==> config.mk <==
export PLATFORM = sky130hd
export DESIGN_NAME = fx3_stream_in_wr_ctrl
export DESIGN_NICKNAME = d
export VERILOG_FILES = /design/src/rtl/fx3_sf_pkg.sv /design/src/rtl/fx3_stream_in_wr_ctrl.sv
export SDC_FILE = /design/constraint.sdc
export NUM_CORES = 1
export LEC_CHECK = 0
export BUFFER_PORTS_ARGS = -buffer_cell sky130_fd_sc_hd__buf_2
export CAP_MARGIN = 20
export CORE_MARGIN = 10
export CORE_UTILIZATION = 55
export CTS_BUF_LIST = sky130_fd_sc_hd__clkbuf_8
export CTS_CLUSTER_SIZE = 12
export DETAILED_ROUTE_END_ITERATION = 16
export PLACE_DENSITY = 0.82
export SETUP_SLACK_MARGIN = 0.5
export SKIP_CTS_REPAIR_TIMING = 1
export SYNTH_ARGS = -nofsm -noshare
export SYNTH_HDL_FRONTEND = slang
export SYNTH_SLANG_ARGS = --single-unit
==> constraint.sdc <==
create_clock -name clk -period 3.1 [get_ports clk]
set_clock_uncertainty 0.05 [all_clocks]
set_input_delay 0.465 -clock clk [delete_from_list [all_inputs] [get_ports clk]]
set_output_delay 0.465 -clock clk [all_outputs]
set_load 0.005 [all_outputs]
==> src/rtl/fx3_sf_pkg.sv <==
// Shared definitions for the FX3 slave-FIFO 2-bit controllers (stream-IN writer
// and stream-OUT reader): FSM state encoding, pin/flag polarities, default
// buffer geometry and socket addresses.
package fx3_sf_pkg;

  typedef enum logic [2:0] {
    ST_IDLE    = 3'd0,
    ST_WRITE   = 3'd1,
    ST_DRAIN   = 3'd2,
    ST_PKTEND  = 3'd3,
    ST_HOLDOFF = 3'd4
  } sf_state_e;

  // Slave-FIFO control pins are active low.
  localparam logic PIN_ACT  = 1'b0;
  localparam logic PIN_IDLE = 1'b1;

  // Flag levels meaning "OK to keep writing".
  localparam logic FLAGC_ABOVE_WM = 1'b1;
  localparam logic FLAGD_NOT_FULL = 1'b1;

  // Default buffer geometry: 1024 x 32-bit = 4 KB FX3 buffer.
  localparam int DEF_PKT_WORDS   = 1024;
  localparam int DEF_DRAIN_WORDS = 3;
  localparam int DEF_HOLDOFF_CYC = 3;

  // Socket addresses shared between the IN writer and the OUT reader.
  localparam logic [1:0] SOCK_IN_ADDR  = 2'b00;
  localparam logic [1:0] SOCK_OUT_ADDR = 2'b11;

endpackage

==> src/rtl/fx3_stream_in_wr_ctrl.sv <==
// Stream-IN write controller for the FX3 slave FIFO (2-bit address mode).
// Takes producer words over valid/ready and writes them to the IN socket,
// throttling on the watermark (flagc) and full (flagd) flags and committing
// short packets with pktend. All FX3-facing pins are registered.
module fx3_stream_in_wr_ctrl
  import fx3_sf_pkg::*;
#(
  parameter int         DATA_W      = 32,
  parameter logic [1:0] FADDR       = SOCK_IN_ADDR,
  parameter int         PKT_WORDS   = DEF_PKT_WORDS,
  parameter int         DRAIN_WORDS = DEF_DRAIN_WORDS,
  parameter int         HOLDOFF_CYC = DEF_HOLDOFF_CYC
) (
  input  logic              clk,
  input  logic              reset,
  input  logic              enable,
  input  logic              flush,
  input  logic [DATA_W-1:0] s_data,
  input  logic              s_valid,
  input  logic              s_last,
  output logic              s_ready,
  output logic [DATA_W-1:0] fdata,
  output logic [1:0]        faddr,
  output logic              slcs,
  output logic              slwr,
  output logic              sloe,
  output logic              pktend,
  input  logic              flagc,
  input  logic              flagd,
  output logic [15:0]       pkt_count,
  output logic              wr_err
);

  localparam logic [15:0] LAST_IDX   = 16'(PKT_WORDS - 1);
  localparam logic [7:0]  DRAIN_LOAD = 8'(DRAIN_WORDS);
  localparam logic [7:0]  HOLD_LOAD  = 8'(HOLDOFF_CYC - 1);

  sf_state_e   state, state_n;
  logic        flagc_q, flagd_q;
  logic [15:0] word_cnt;
  logic [7:0]  drain_cnt;
  logic [7:0]  hold_cnt;

  logic space_ok, not_full;
  logic acc, at_last, full_wrap, short_commit, flush_commit;

  assign faddr = FADDR;
  assign sloe  = PIN_IDLE;

  // ---- stage p0 -> p1: flag inputs registered once, all decisions use _q ----
  // Register the FX3 flags so every decision sees a clean, clocked copy.
  always_ff @(posedge clk) begin
    if (reset) begin
      flagc_q <= ~FLAGC_ABOVE_WM;
      flagd_q <= ~FLAGD_NOT_FULL;
    end else begin
      flagc_q <= flagc;
      flagd_q <= flagd;
    end
  end

  assign space_ok = (flagc_q == FLAGC_ABOVE_WM);
  assign not_full = (flagd_q == FLAGD_NOT_FULL);

  // Ready depends only on registered state and flags; commit decisions follow.
  // A flush alongside an accepted word ends the packet on that word, so only
  // one pktend is ever issued for it.
  always_comb begin
    s_ready = 1'b0;
    case (state)
      ST_WRITE: s_ready = not_full && space_ok;
      ST_DRAIN: s_ready = not_full && (drain_cnt != 8'd0);
      default:  s_ready = 1'b0;
    endcase
  end

  assign acc          = s_valid && s_ready;
  assign at_last      = (word_cnt == LAST_IDX);
  assign full_wrap    = acc && at_last;
  assign short_commit = acc && !at_last && (s_last || flush);
  assign flush_commit = flush && !acc && (word_cnt != 16'd0);

  // Next-state selection; packet commits override the flag-driven moves.
  always_comb begin
    state_n = state;
    case (state)
      ST_IDLE:    if (enable && space_ok) state_n = ST_WRITE;
      ST_WRITE: begin
        if (!not_full)      state_n = ST_HOLDOFF;
        else if (!space_ok) state_n = ST_DRAIN;
        else if (!enable)   state_n = ST_IDLE;
      end
      ST_DRAIN: begin
        if (!not_full)                                  state_n = ST_HOLDOFF;
        else if ((drain_cnt == 8'd0) ||
                 (acc && (drain_cnt == 8'd1)))          state_n = ST_HOLDOFF;
      end
      ST_PKTEND:  state_n = ST_HOLDOFF;
      ST_HOLDOFF: if (hold_cnt == 8'd0) state_n = (enable && space_ok) ? ST_WRITE : ST_IDLE;
      default:    state_n = ST_IDLE;
    endcase
    if (short_commit)      state_n = ST_PKTEND;
    else if (flush_commit) state_n = ST_HOLDOFF;
  end

  // ---- stage p1: control state, counters and sticky error ----
  // FSM, word/drain/holdoff counters, committed-packet count and wr_err.
  always_ff @(posedge clk) begin
    if (reset) begin
      state     <= ST_IDLE;
      word_cnt  <= '0;
      drain_cnt <= '0;
      hold_cnt  <= '0;
      pkt_count <= '0;
      wr_err    <= 1'b0;
    end else begin
      state <= state_n;

      if (full_wrap || short_commit || flush_commit) word_cnt <= '0;
      else if (acc)                                  word_cnt <= word_cnt + 16'd1;

      if (full_wrap || short_commit || flush_commit) pkt_count <= pkt_count + 16'd1;

      // DRAIN is only entered from WRITE, so the budget is reloaded there.
      if (state == ST_WRITE)                drain_cnt <= DRAIN_LOAD;
      else if (state == ST_DRAIN && acc)    drain_cnt <= drain_cnt - 8'd1;

      // Holdoff restarts on every fresh entry, including a flush inside it.
      if (state != ST_HOLDOFF || flush_commit) hold_cnt <= HOLD_LOAD;
      else if (hold_cnt != 8'd0)               hold_cnt <= hold_cnt - 8'd1;

      if (slwr == PIN_ACT && !not_full) wr_err <= 1'b1;
    end
  end

  // ---- stage p1 -> pins: registered FX3 strobes and data ----
  // Chip select stays low while a final strobe is still on the pins.
  always_ff @(posedge clk) begin
    if (reset) begin
      slwr   <= PIN_IDLE;
      pktend <= PIN_IDLE;
      slcs   <= PIN_IDLE;
      fdata  <= '0;
    end else begin
      slwr   <= acc ? PIN_ACT : PIN_IDLE;
      pktend <= (short_commit || flush_commit) ? PIN_ACT : PIN_IDLE;
      slcs   <= ((state_n == ST_IDLE) && !acc) ? PIN_IDLE : PIN_ACT;
      if (acc) fdata <= s_data;
    end
  end

endmodule
Word-level counts from Yosys, hierarchy flattened
Index checks and enable logic that the tools add are counted.
Operators by class
  add/sub/neg operators: 4
  equal/unequal tests: 7
  mux-type cells: 19
  bitwise gates (word level): 1
  reduce and logical (&&, ||, !) cells: 34
Operator list (number)
  16-bit by 1-bit adder with 16-bit output, second input constant: 2
  3-bit 2-to-1 mux: 9
  16-bit by 10-bit equality test with 1-bit output, second input constant: 1
  8-bit logical NOT: 2
  16-bit nonzero test: 1
  8-bit nonzero test: 2
  8-bit by 1-bit subtractor with 8-bit output, second input constant: 2
  3-bit case mux with 5 select lines: 1
  1-bit logical AND: 13
  8-bit by 1-bit equality test with 1-bit output, second input constant: 1
  2-bit 2-to-1 mux: 4
  3-bit by 2-bit equality test with 1-bit output, second input constant: 2
  3-bit logical NOT: 2
  1-bit logical OR: 6
  2-bit OR reduction: 3
  1-bit 2-to-1 mux: 4
  2-bit nonzero test: 2
  3-bit by 1-bit equality test with 1-bit output, second input constant: 1
  3-bit equality test, second input constant: 1
  1-bit logical NOT: 3
  3-bit != test, second input constant: 1
  1-bit case mux with 2 select lines: 1
  1-bit NOT: 1
Word-level totals
  bits of input ports: 40
  logic and storage cells: 79
  register bits: 89
  output and inout port bits: 56

Longest topological paths before layout
Gate-level depths: netlist (run 1).
  depth in word-level cells: 14
  mapped depth: 10
  depth with buffers taken out: 8

Worst setup path after synthesis (run 1)
No wires, ideal clock.
  kind: reg2reg
  start point: register word_cnt[14]
  end point: register pkt_count[12]
  setup slack: 0.906 ns
  path buffers: 0
  setup time: 0.121 ns
  required time: 2.929 ns
  data arrival time: 2.023 ns
  period minus slack after synthesis: 2.194 ns
  stages on the path, launching flop included: 7
  path through: dfxtp_1 or4_4 nor3_4 a311oi_2 a21o_4 nor4_1 mux2_2
On the way
  word-level cells in the longest chain between the ends: 6
  elaborated cells between the ends (all ways): 9
  classes of those cells: 1 x eq/ne; 8 x reduce/logical
Ends and longest elaborated chain
  start, declared: RTL line fx3_stream_in_wr_ctrl.sv:40  | logic [15:0] word_cnt;
  start signal, assigned: RTL line fx3_stream_in_wr_ctrl.sv:120  | else if (acc) word_cnt <= word_cnt + 16'd1;
  16-bit by 10-bit equality test with 1-bit output: RTL line fx3_stream_in_wr_ctrl.sv:78  | assign at_last = (word_cnt == LAST_IDX);
  1-bit logical NOT: RTL line fx3_stream_in_wr_ctrl.sv:80  | assign short_commit = acc && !at_last && (s_last || flush);
  1-bit logical AND (2 in a row): RTL line fx3_stream_in_wr_ctrl.sv:80
  1-bit logical OR: RTL line fx3_stream_in_wr_ctrl.sv:122  | if (full_wrap || short_commit || flush_commit) pkt_count <= pkt_count + 16'd1;
  1-bit logical OR (*): RTL line fx3_stream_in_wr_ctrl.sv:122
  end signal, assigned: RTL line fx3_stream_in_wr_ctrl.sv:122
  end, declared: RTL line fx3_stream_in_wr_ctrl.sv:30  | output logic [15:0] pkt_count,
Every way passes the cells marked *; elsewhere a longest branch is shown, timed or not.
A chain may end at the register's enable or synchronous reset.

Final worst setup path (run 1)
  start point: register state[1]
  end point: register pkt_count[12]
On the way
  word-level cells in the longest chain between the ends: 7
  elaborated cells between the ends (all ways): 12
  classes of those cells: 2 x eq/ne; 1 x mux; 9 x reduce/logical
Ends and longest elaborated chain
  start, declared: RTL line fx3_stream_in_wr_ctrl.sv:38  | sf_state_e state, state_n;
  start signal, assigned: RTL line fx3_stream_in_wr_ctrl.sv:117  | state <= state_n;
  3-bit by 2-bit equality test with 1-bit output / 3-bit by 1-bit equality test with 1-bit output (equally long branches): RTL line fx3_stream_in_wr_ctrl.sv:70  | case (state)
  1-bit case mux with 2 select lines (*): RTL line fx3_stream_in_wr_ctrl.sv:70
  1-bit logical AND (*): RTL line fx3_stream_in_wr_ctrl.sv:77  | assign acc = s_valid && s_ready;
  1-bit logical AND / 1-bit logical NOT (equally long branches): RTL line fx3_stream_in_wr_ctrl.sv:80, fx3_stream_in_wr_ctrl.sv:81
  1-bit logical AND (on tied branches): RTL line fx3_stream_in_wr_ctrl.sv:80, fx3_stream_in_wr_ctrl.sv:81
  1-bit logical OR / 1-bit logical AND (equally long branches): RTL line fx3_stream_in_wr_ctrl.sv:122, fx3_stream_in_wr_ctrl.sv:81
  1-bit logical OR (*): RTL line fx3_stream_in_wr_ctrl.sv:122
Marks and branches as above.

==> impl_metrics.yaml, run 1 <==
clock_network:
  ctsRootBufferMaster: "clkbuf_8"
  clkSinkCount: 89
  cts_tree: "done"
  insertion_delay_ns: 0.36
  h-tree-depth: 3
  clkTransAtPathRegs_ns: 0.10
  clockBufferDepth: 2
  cts_buffers: 9
min_path:
  hold_path_end: "flagd_q"
  min_path_cells: 2
  hold_class: "in -> reg"
  hp-start: "flagd"
setup_path:
  crit_required_ns: 3.31
  arrival_ns: 2.64
  r2r_setup_slack_ns: 0.67
  worst_setup_path_start_kind: "flop"
  r2r_end: "pkt_count[12]"
  cp-end-kind: "flop"
  critPathKind: "reg -> reg"
  timing.rr.start: "state[1]"
  r2r_cells: 6
  crit_path_max_fanout: 27
floorplanning:
  die_w_um: 104
  start_util: 0.572
  die_h_um: 104
  coreArea_um2: 6830
  die_area_um2: 10900
  ios: 96
  rows: 30
yosys:
  syn_inst: 474
  ys.flop_type: "dfxtp_1"
  netlist_area_um2: 3910
  synthArstFlopShare: 0
  ys_types: 52
  avgSynthCellArea_um2: 8.24
  yosys.area.top_type: "dfxtp_1"
  yosysSeqAreaShare: 0.456
  ys_warn_count: 0
  synth_edf_count: 0
  synth_common_cells: "dfxtp_1, nand2_1, a21oi_1, nor2_1, nand3_1"
  yosysMostFrequentCell: "dfxtp_1"
  ys_top_cells_by_area: "dfxtp_1, nand2_1, a21oi_1"
  synth_seq_cells: 89
  synth_top_area_frac: 0.456
sta:
  setup_ws_ns: 0.670
  min_period_over_period: 0.784
  rsz0062_at_grt: "no"
  period_minus_slack_ns: 2.43
  finalSetupTns_ns: 0
  finalHoldViolations: 0
  holdWs_ns: 0.276
  slew_viol_final: 0
  fmax_mhz: 412
  setup_violations: 0
global_route:
  grt_usage: 0.174
  antenna_found_initial: 0
  grt_start_max_net_pins: 47
  first_global_vias: 3542
  grt_pass1_wl_um: 16300
  overflow: 0
route:
  vias_per_cell: 5.44
  drc: 0
  antenna_left: 0
  drt_iter0_drc: 268
  first_pass_iters: 5
  wl_per_cell_um: 14.7
  routed_wl_um: 9600
  num_vias: 3549
placement:
  gp_congestion: 0.860
  dp_slack_ns: 0.587
  dpl_cell_area_um2: 4370
  dp_hpwl_um: 6990
  io_buffers: 92
power_and_ir_drop:
  irDropWorstVdd_mv: 0.414
  p_per_area_nw_per_um2: 461
  cellLeakagePower_uw: 0.00183
cells_and_area:
  drive_gt1_frac: 0.219
  diodes: 0
  final_util: 0.673
  area_delta_synth_final_pct: 17.6
  finalInstanceArea_um2: 4600
  fin_nets: 598
run_status:
  status: "finished, final reports clean"
flow_run:
  max-cap-violations: 0
placed cells by master (no fill, tap or decap), drive strengths merged, types with 12 or more instances in the layout:
| master | instances |
|---|---|
| dfxtp | 89 |
| xor2 | 16 |
| buf | 95 |
| nand3 | 18 |
| inv | 12 |
| nand2 | 88 |
| nor2 | 46 |
| a21oi | 56 |
| xnor2 | 12 |
worst max-delay path, cell delays in order, from the launching register on:
cell     delay, ns
dfxtp_1       0.48
nor3b_1       0.36
nand3_1       0.23
and2_1        0.22
a21o_4        0.29
nor4_1        0.34
mux2_2        0.37
per-stage QoR:
stage                     instances  total power, uW
after global placement          636             1270
after detailed placement        636             1270
after global routing            652             2180
after CTS                       652             2130
final                           652             2120
after floorplan                 475             1240
worst max path at each step:
stage                     to         start  slack (ns)
3_3_place_gp     word_cnt[1]   word_cnt[0]        0.68
3_5_place_dp     word_cnt[1]   word_cnt[0]        0.59
6_report       pkt_count[12]      state[1]        0.67
4_1_cts          word_cnt[1]   word_cnt[0]        0.56
5_1_grt        pkt_count[12]      state[1]        0.54
2_1_floorplan  pkt_count[12]  word_cnt[14]        0.91
kinds of logic (layout without fill, tap and decap cells):
logic type,after synthesis,in the layout,share of synthesized area
flip-flops,89,89,0.456
AND/OR/NAND/NOR,219,219,0.271
other,2,3,0.00192
buffers and inverters,40,121,0.0467
multiplexers,3,3,0.00801
XOR/XNOR,28,28,0.0628
AO/OA/AOI/OAI,86,86,0.131
adder cells (fa/ha/maj),7,7,0.0224
sequential cells by signal, summed over array words and instances, names as in the netlist, 3 cells and up:
register,flops
state,3
drain_cnt,8
fdata,32
word_cnt,16
hold_cnt,8
pkt_count,16
final cells by class:
type,instances,area (um2)
clock buffers,9,124
clock inverters,7,95.1
fillers,578,2240
inverters,10,37.5
multi-input cells,346,1950
flip-flops and latches,89,1780
well taps,96,120
repair buffers,95,483
report_power, final:
group / switching [uW] / internal, uW / total [uW]
sequential: 7.48 / 1150 / 1160
clock: 422 / 454 / 876
combinational: 49.6 / 39.2 / 88.8
metal layers:
layer | up-vias | GRT usage | wire, um
met4 | 0 | 0.0567 | 132
met1 | 1641 | 0.194 | 3960
met5 | - | 0 | 0
li1 | 1770 | - | -
met2 | 122 | 0.280 | 4410
met3 | 16 | 0.0898 | 1100
No activity file was read; power rests on OpenSTA's default activity.
==> run 2, diff against run 1 <==
--- a/config.mk
+++ b/config.mk
@@ -5,14 +5,15 @@
 export SDC_FILE = /design/constraint.sdc
 export NUM_CORES = 1
 export LEC_CHECK = 0
+export ABC_AREA = 1
 export BUFFER_PORTS_ARGS = -buffer_cell sky130_fd_sc_hd__buf_2
 export CAP_MARGIN = 20
 export CORE_MARGIN = 10
-export CORE_UTILIZATION = 55
+export CORE_UTILIZATION = 56
 export CTS_BUF_LIST = sky130_fd_sc_hd__clkbuf_8
 export CTS_CLUSTER_SIZE = 12
 export DETAILED_ROUTE_END_ITERATION = 16
-export PLACE_DENSITY = 0.82
+export PLACE_DENSITY = 0.83
 export SETUP_SLACK_MARGIN = 0.5
 export SKIP_CTS_REPAIR_TIMING = 1
 export SYNTH_ARGS = -nofsm -noshare
==> constraint.sdc (replaced) <==
create_clock -name clk -period 2.5 [get_ports clk]
set_clock_uncertainty 0.05 [all_clocks]
set_input_delay 0.375 -clock clk [delete_from_list [all_inputs] [get_ports clk]]
set_output_delay 0.375 -clock clk [all_outputs]
set_load 0.005 [all_outputs]
==> impl_metrics.yaml, run 2 <==
placement:
  dp_hpwl_um: 7550
  dp.cells: 764
  gp_congestion: 0.894
  io_buffers: 92
yosys:
  syn_inst: 589
  ys.flop_type: "dfxtp_1"
  synth_seq_cells: 89
  synthArstFlopShare: 0
  avgSynthCellArea_um2: 7.02
  ys_types: 33
  yosysSeqAreaShare: 0.431
  synth_common_cells: "nand2_1, dfxtp_1, a21oi_1, nor2_1, inv_1"
  yosys.area.top_type: "dfxtp_1"
  yosysMostFrequentCell: "nand2_1"
  synth_edf_count: 0
  netlist_area_um2: 4130
  ys_warn_count: 0
  ys_top_cells_by_area: "dfxtp_1, nand2_1, a21oi_1"
  synth_top_area_frac: 0.431
setup_path:
  r2r_cells: 11
  critPathKind: "reg -> reg"
  r2r_end: "word_cnt[13]"
  cp_common_cell: "nand2_1"
  cp-end-kind: "flop"
  crit_family: "simple AND/OR/NAND/NOR gates"
  arrival_ns: 2.21
  worst_setup_path_start_kind: "flop"
  crit_required_ns: 2.74
  slowest_stage: "dfxtp_1"
  r2r_setup_slack_ns: 0.53
  timing.rr.start: "state[0]"
  crit_path_max_fanout: 5
  critPathBufInv: 3
  path_cells: "inv_1, nand2_1, nor2_4, nand2_1, nand2_2, nand3_4, buf_12, buf_4, nor2_1, nand3_1, a21oi_1"
  cp_slowest_stage_delay_ns: 0.33
sta:
  holdWs_ns: 0.165
  rsz0062_at_grt: "no"
  finalSetupTns_ns: 0
  setup_violations: 0
  tightest_slew_ns: 0.538
  period_minus_slack_ns: 1.97
  min_period_over_period: 0.789
  slew-limit-headroom: 0.641
  fmax_mhz: 507
  finalHoldViolations: 0
  slew_viol_final: 0
cells_and_area:
  mostFrequentLayoutCells: "nand2_1, buf_2, dfxtp_1"
  fin_nets: 738
  largest_reg_flops: 32
  regMostFlops: "fdata"
  reg_top3: "fdata (32), pkt_count (16), word_cnt (16)"
  diodes: 0
  drive_gt1_frac: 0.235
  instances_no_fill: 794
  area_delta_synth_final_pct: 22.1
  final_common_cell: "nand2_1"
power_and_ir_drop:
  p_int_uw: 2070
  p_per_area_nw_per_um2: 528
  cellLeakagePower_uw: 0.00218
  power_frac_clock: 0.419
  p_sw_frac: 0.224
  p_comb_frac: 0.044
  p_switching_uw: 595
  power_frac_seq: 0.537
  irDropWorstVdd_mv: 0.464
route:
  vias_per_cell: 5.16
  drc: 0
  routed_wl_um: 10600
  first_pass_iters: 5
  num_vias: 4100
  drt_iter0_drc: 292
  antenna_left: 0
  wl_per_cell_um: 13.3
clock_network:
  clkTransAtPathRegs_ns: 0.09
  insertion_delay_ns: 0.36
  clockBufferDepth: 2
  clkSinkCount: 89
  h-tree-depth: 3
  ctsRootBufferMaster: "clkbuf_8"
  cts_buffers: 9
  cts_tree: "done"
global_route:
  grt_usage: 0.181
  antenna_found_initial: 0
  grt_start_max_net_pins: 48
  overflow: 0
  first_global_vias: 4051
  grt_pass1_wl_um: 17200
min_path:
  hold_path_end: "flagc_q"
  hold_class: "in -> reg"
  min_path_cells: 3
  hp-start: "flagc"
flow_run:
  max-cap-violations: 0
floorplanning:
  die_w_um: 106
  die_area_um2: 11200
  rows: 31
  start_util: 0.573
  coreArea_um2: 7210
  die_h_um: 106
  ios: 96
run_status:
  status: "finished, final reports clean"
[run 2: cell types whose count changed in the layout (fill, tap and decap cells not counted), sizes merged, moves of 9 or more]
cell and delta:
nand3 +11, nor2 +18, nor3 +14, or3 -9
nand2 +82, buf +14, or4 -9, inv +51
a21oi +17
[run 2: tightest hold or removal path: stages]
cell    delay, ns
buf_2        0.07
inv_1        0.03
nor2_1       0.06
[run 2: how the worst max path moves through the flow]
| stage | start | end | slack, ns | cells after the start |
|---|---|---|---|---|
| after floorplan | drain_cnt[0] | pkt_count[1] | 0.74 | 12 |
| after global placement | drain_cnt[0] | word_cnt[9] | 0.55 | 11 |
| after detailed placement | drain_cnt[0] | word_cnt[5] | 0.43 | 12 |
| after CTS | state[1] | word_cnt[5] | 0.39 | 11 |
| after global routing | state[0] | drain_cnt[5] | 0.44 | 13 |
| final | state[0] | word_cnt[13] | 0.53 | 11 |
[run 2: layout make-up]
type,instances,area [um2]
fill,614,2170
multi-input combinational,421,2070
sequential,89,1790
timing repair buffer,109,613
inverter,61,231
clock buffer,10,138
tap,99,124
clock inverter,5,87.6
[run 2: power groups by stage]
stage | Sequential, uW | Clock [uW] | Combinational, uW
2_1_floorplan | 1460 | 0 | 70.0
3_3_place_gp | 1460 | 0 | 111
3_5_place_dp | 1460 | 0 | 113
4_1_cts | 1430 | 1140 | 114
5_1_grt | 1430 | 1190 | 133
6_report | 1430 | 1110 | 117
[run 2: cell families after synthesis]
group / count (synthesis) / synth area share
flops: 89 / 0.431
xor+xnor: 16 / 0.0339
other cells: 2 / 0.00182
compound gates: 94 / 0.117
simple gates: 300 / 0.312
buf+inv: 81 / 0.0833
fa+ha+maj: 7 / 0.0212
[run 2: per-stage QoR]
step / area (um2) / power, uW / util / setup WS, ns
finish: 5050 / 2660 / 0.699 / 0.529
global route: 5050 / 2760 / 0.699 / 0.443
CTS: 4850 / 2680 / 0.673 / 0.394
detailed placement: 4630 / 1580 / 0.642 / 0.430
global placement: 4630 / 1570 / 0.642 / 0.549
floorplan: 4140 / 1530 / - / 0.739
[run 2: metal layers]
layer	global-route usage	share of wire	vias to the layer above
li1	-	-	2085
met1	0.199	0.42	1857
met2	0.295	0.47	138
met3	0.0755	0.086	20
met4	0.0899	0.021	0
met5	0	0	-
